`src/rtl/cpu_pkg.sv`:
```
// Shared constants for the boot path: RX FSM state encodings and default UART bit timing.
package cpu_pkg;

  typedef enum logic [1:0] {
    RX_IDLE  = 2'd0,
    RX_START = 2'd1,
    RX_DATA  = 2'd2,
    RX_STOP  = 2'd3
  } rx_state_t;

  localparam int DEFAULT_CLKS_PER_BIT = 104;

endpackage

```
`src/rtl/uart_rx.sv`:
```
// 8N1 UART receiver with a 2-flop input synchroniser; one-cycle valid 1 clk after the mid-stop sample.
// No backpressure: each byte is presented once and then lost.
module uart_rx
  import cpu_pkg::*;
#(
  parameter int CLKS_PER_BIT = DEFAULT_CLKS_PER_BIT,
  parameter int WIDTH        = 8
) (
  input  logic             clk,
  input  logic             rstn,
  input  logic             rx,
  output logic [WIDTH-1:0] data,
  output logic             valid,
  output logic             frame_err_pulse
);

  localparam int BW = (CLKS_PER_BIT > 1) ? $clog2(CLKS_PER_BIT) : 1;
  localparam int IW = (WIDTH > 1) ? $clog2(WIDTH) : 1;
  localparam logic [BW-1:0] HALF_BIT = BW'(CLKS_PER_BIT / 2 - 1);
  localparam logic [BW-1:0] FULL_BIT = BW'(CLKS_PER_BIT - 1);
  localparam logic [IW-1:0] LAST_IDX = IW'(WIDTH - 1);

  rx_state_t        state;
  logic [BW-1:0]    bcnt;
  logic [IW-1:0]    idx;
  logic             rx_meta;
  logic             rxs;

  always_ff @(posedge clk) begin
    if (!rstn) begin
      rx_meta <= 1'b1;
      rxs     <= 1'b1;
    end else begin
      rx_meta <= rx;
      rxs     <= rx_meta;
    end
  end

  always_ff @(posedge clk) begin
    if (!rstn) begin
      state           <= RX_IDLE;
      bcnt            <= '0;
      idx             <= '0;
      data            <= '0;
      valid           <= 1'b0;
      frame_err_pulse <= 1'b0;
    end else begin
      valid           <= 1'b0;
      frame_err_pulse <= 1'b0;
      case (state)
        RX_IDLE: begin
          if (!rxs) begin
            bcnt  <= '0;
            state <= RX_START;
          end
        end
        RX_START: begin
          if (bcnt == HALF_BIT) begin
            // A start bit that is high again at mid-bit was a glitch.
            if (!rxs) begin
              bcnt  <= '0;
              idx   <= '0;
              state <= RX_DATA;
            end else begin
              state <= RX_IDLE;
            end
          end else begin
            bcnt <= bcnt + 1'b1;
          end
        end
        RX_DATA: begin
          if (bcnt == FULL_BIT) begin
            data[idx] <= rxs;
            bcnt      <= '0;
            if (idx == LAST_IDX) begin
              state <= RX_STOP;
            end else begin
              idx <= idx + 1'b1;
            end
          end else begin
            bcnt <= bcnt + 1'b1;
          end
        end
        RX_STOP: begin
          if (bcnt == FULL_BIT) begin
            valid           <= rxs;
            frame_err_pulse <= !rxs;
            state           <= RX_IDLE;
          end else begin
            bcnt <= bcnt + 1'b1;
          end
        end
        default: state <= RX_IDLE;
      endcase
    end
  end

endmodule

```
`src/rtl/uart_boot_loader.sv`:
```
// Loads a 2^ADDRESS_WIDTH-byte image from UART into program RAM, then releases the CPU from reset.
// mem_we rises 2 clk after the mid-stop-bit sample; no backpressure, RAM must accept every strobe.
module uart_boot_loader
  import cpu_pkg::*;
#(
  parameter int CLKS_PER_BIT  = DEFAULT_CLKS_PER_BIT,
  parameter int WIDTH         = 8,
  parameter int ADDRESS_WIDTH = 4
) (
  input  logic                     clk,
  input  logic                     rstn,
  input  logic                     rx,
  output logic                     mem_we,
  output logic [ADDRESS_WIDTH-1:0] mem_addr,
  output logic [WIDTH-1:0]         mem_data,
  output logic                     cpu_rstn,
  output logic                     load_done,
  output logic                     frame_err
);

  localparam logic [ADDRESS_WIDTH-1:0] LAST_ADDR = {ADDRESS_WIDTH{1'b1}};

  logic [WIDTH-1:0]         rx_data;
  logic                     rx_valid;
  logic                     rx_frame_err;
  logic [ADDRESS_WIDTH-1:0] count;

  uart_rx #(
    .CLKS_PER_BIT (CLKS_PER_BIT),
    .WIDTH        (WIDTH)
  ) u_rx (
    .clk             (clk),
    .rstn            (rstn),
    .rx              (rx),
    .data            (rx_data),
    .valid           (rx_valid),
    .frame_err_pulse (rx_frame_err)
  );

  always_ff @(posedge clk) begin
    if (!rstn) begin
      mem_we    <= 1'b0;
      mem_addr  <= '0;
      mem_data  <= '0;
      cpu_rstn  <= 1'b0;
      load_done <= 1'b0;
      frame_err <= 1'b0;
      count     <= '0;
    end else begin
      mem_we    <= 1'b0;
      frame_err <= frame_err | rx_frame_err;
      // Release the CPU the cycle after the final location is strobed.
      if (mem_we && mem_addr == LAST_ADDR) begin
        load_done <= 1'b1;
        cpu_rstn  <= 1'b1;
      end
      if (rx_valid && !load_done) begin
        mem_we   <= 1'b1;
        mem_addr <= count;
        mem_data <= rx_data;
        count    <= count + 1'b1;
      end
    end
  end

endmodule

```
`config.mk`:
```
export PLATFORM = sky130hd
export DESIGN_NAME = uart_boot_loader
export DESIGN_NICKNAME = d
export VERILOG_FILES = /design/src/rtl/cpu_pkg.sv /design/src/rtl/uart_rx.sv /design/src/rtl/uart_boot_loader.sv
export SDC_FILE = /design/constraint.sdc
export NUM_CORES = 1
export LEC_CHECK = 0
export BUFFER_PORTS_ARGS = -buffer_cell sky130_fd_sc_hd__buf_2
export CORE_MARGIN = 2
export CORE_UTILIZATION = 40
export CTS_CLUSTER_SIZE = 24
export DETAILED_ROUTE_END_ITERATION = 6
export SYNTH_ARGS = -nofsm -noshare
export SYNTH_HDL_FRONTEND = slang
export SYNTH_SLANG_ARGS = --single-unit
```
`constraint.sdc`:
```
create_clock -name clk -period 2.2 [get_ports clk]
set_clock_uncertainty 0.1 [all_clocks]
set_input_delay 0.22 -clock clk [delete_from_list [all_inputs] [get_ports clk]]
set_output_delay 0.22 -clock clk [all_outputs]
set_load 0.05 [all_outputs]
```
==> reports/results.ini <==
[placement]
gp_congestion = 0.821
dpl_cell_area_um2 = 2290
post-place-cells = 321
port_buffers = 18
place_hpwl_um = 3060
place_ws_ns = 0.127

[detailed_routing]
antenna_left = 0
vias = 1725
dr.pass1.iters = 4
drtIter0Drc = 93
m1WireLength_um = 2230
drc_errors = 0
maxUsedRoutingLayer = met4
met2_length_um = 1910
wl_per_cell_um = 13.1
viasPerCell = 5.23
wirelength_um = 4330
dr_wl_met3_um = 131

[grt]
grt_use_total_pct = 15.3
grt_max_degree = 20
grt_pass1_vias = 1573
grt-ovfl-total = 0
grt_pass1_wl_um = 7310
grt_antenna_before_repair = 0

[finish]
drive_above_1_share_pct = 14.2
final_common_cell = dfxtp_1
design_area_um2 = 2420
fin_cells = 330
fillerInstances = 518
antenna_cells = 0
utilization_pct = 47.0
synthToLayoutAreaGrowth_pct = 13.4
fin_nets = 271
mostFrequentLayoutCells = 43 x dfxtp_1, 41 x nand2_1, 18 x buf_2

[floorplanning]
coreArea_um2 = 5140
die_area_um2 = 5930
pin_count = 19
die_w_um = 77.0
start_util_pct = 41.5
rows = 26
die_h_um = 77.0

[worst_setup_path]
path_class = reg -> reg
worst_path_max_delay_cell = or4b_4
worstPathRequired_ns = 2.27
critPathMaxFanout = 7
critical_path.cell_chain = ha_2 > or4b_4 > a211o_1 > o21ai_1 > o211ai_1
worstSetupStartpoint = u_rx.bcnt[0]
arrival_ns = 2.15
start_kind = flip-flop
slowest_delay_ns = 0.55
r2r-start = u_rx.bcnt[0]
cp-end-kind = flip-flop

[timing]
max_freq_mhz = 481
fin_crit_ns = 2.08
holdWs_ns = 0.170
setup_viol = 0
maxSlewViolCount = 0
setup_tns_ns = 0
slew_headroom_pct = 62.7
worst_pin_slew_ns = 0.559
fin_crit_sh_pct = 94.5
hold_viol_final = 0
fin_ws_ns = 0.121
rsz0062_at_grt = false

[clock_tree]
cts.clk_slew.worst_paths_ns = 0.08
post_cts_buffers = 0
root_buffer = clkbuf_8
htreeDepth = 2
cts_tree = built
clk_latency_ns = 0.30
ctsLongestPathBuffers = 2
cts-buffers-inserted = 5
clock-sinks = 43

[hold_path]
min_from = rstn
holdCritPathClass = in -> reg

[status]
status = complete, no violations

[synth]
synth_top_family_by_area = simple AND/OR/NAND/NOR gates
ys_warn_count = 0
synth_xor_area_share_pct = 1.23
synth_ff_type = dfxtp_1
synth.area.mux_share_pct = 2.82
ys_seq_area_share_pct = 40.4
syn_nets = 253
synth_compound_area_share_pct = 20.3
syn_area_um2 = 2130
synthSimpleGateAreaFrac_pct = 25.6
synthAdderAreaFrac_pct = 5.28
synth_cell_types = 43
synth-edff-count = 0
synth_seq_cells = 43
avgSynthCellArea_um2 = 8.84
syn_inst = 241
synthArstFlopShare_pct = 0

[pwr]
power_density_nw_per_um2 = 658
p_leak_nw = 0.924
peakVddDrop_mv = 0.414
p_total_mw = 1.59

[job]
cap_violations = 0

[final cells by class]
cell class | count | area, um2 | share of cell area (%)
Clock inverter | 3 | 43.8 | 1.81
Inverter | 8 | 30.0 | 1.24
Tap cell | 70 | 87.6 | 3.63
Clock buffer | 5 | 68.8 | 2.85
Sequential cell | 43 | 861 | 35.6
Timing Repair Buffer | 25 | 145 | 6.01
Multi-Input combinational cell | 176 | 1180 | 48.8
[power by group]
group          internal (mW)  switching [mW]  total (mW)  leakage [nW]
Clock                  0.338           0.280       0.619        0.0581
Sequential             0.784         0.00852       0.793         0.347
Combinational         0.0725           0.105       0.177         0.519
Total                   1.20           0.394        1.59         0.924
[flip-flops by register name, indices dropped and copies added (netlist names), 3 cells and up, named ones only]
register and cells:
count 4, mem_addr 4, mem_data 8, u_rx.bcnt 7, u_rx.data 8, u_rx.idx 3
[synth_stat cells (3+ instances only)]
library cell	number	area share, %
dfxtp_1	43	40
a21boi_1	8	2.8
o211ai_1	7	2.5
inv_1	8	1.4
mux2i_1	6	2.8
xnor2_1	3	1.2
clkbuf_1	12	2.1
a21boi_0	12	4.2
o21ai_0	6	1.4
nand4_1	6	1.8
and3b_1	3	1.2
o2111ai_1	4	1.6
o21ai_1	3	0.70
nand3_1	7	1.6
nor2_1	4	0.70
nand2b_1	9	2.6
ha_1	9	5.3
nand2_1	41	7.2
and2_1	5	1.5
nor2b_1	9	2.6
nor4_1	9	2.6
[metal layers]
layer  GRT usage (%)  vias up
li1                -      896
met1            20.9      801
met2            23.5       22
met3            3.88        6
met4            5.71        0
met5               0        -
[path summary, 6_finish.rpt]
path | to | slack [ns] | cells past startpoint
worst min-delay path | u_rx.rxs | 0.17 | 2
worst max register to register | u_rx.bcnt[5] | 0.12 | 5
worst max-delay path | u_rx.bcnt[5] | 0.12 | 5
worst min register to register | u_rx.rxs | 0.32 | 1
[cells by family after synthesis]
| kind of cell | after synthesis |
|---|---|
| XOR/XNOR | 3 |
| AND/OR/NAND/NOR | 102 |
| buffers and inverters | 22 |
| AO/OA/AOI/OAI | 56 |
| flip-flops | 43 |
| adder cells (fa/ha/maj) | 9 |
| multiplexers | 6 |
[critical path, delay by kind of cell, from the launching register on]
kind                       cells  cell delay, ns
adders and majority gates      1            0.24
AOI/OAI and AO/OA              3            0.69
and+or+nand+nor                1            0.55
DFF                            1            0.38
[what timing repair did]
item,in CTS,in global routing
hold endpoints to repair,0,1
hold buffers,0,1
resized for setup,0,2
setup endpoints to repair,0,2
No activity file was read; power rests on OpenSTA's default activity.
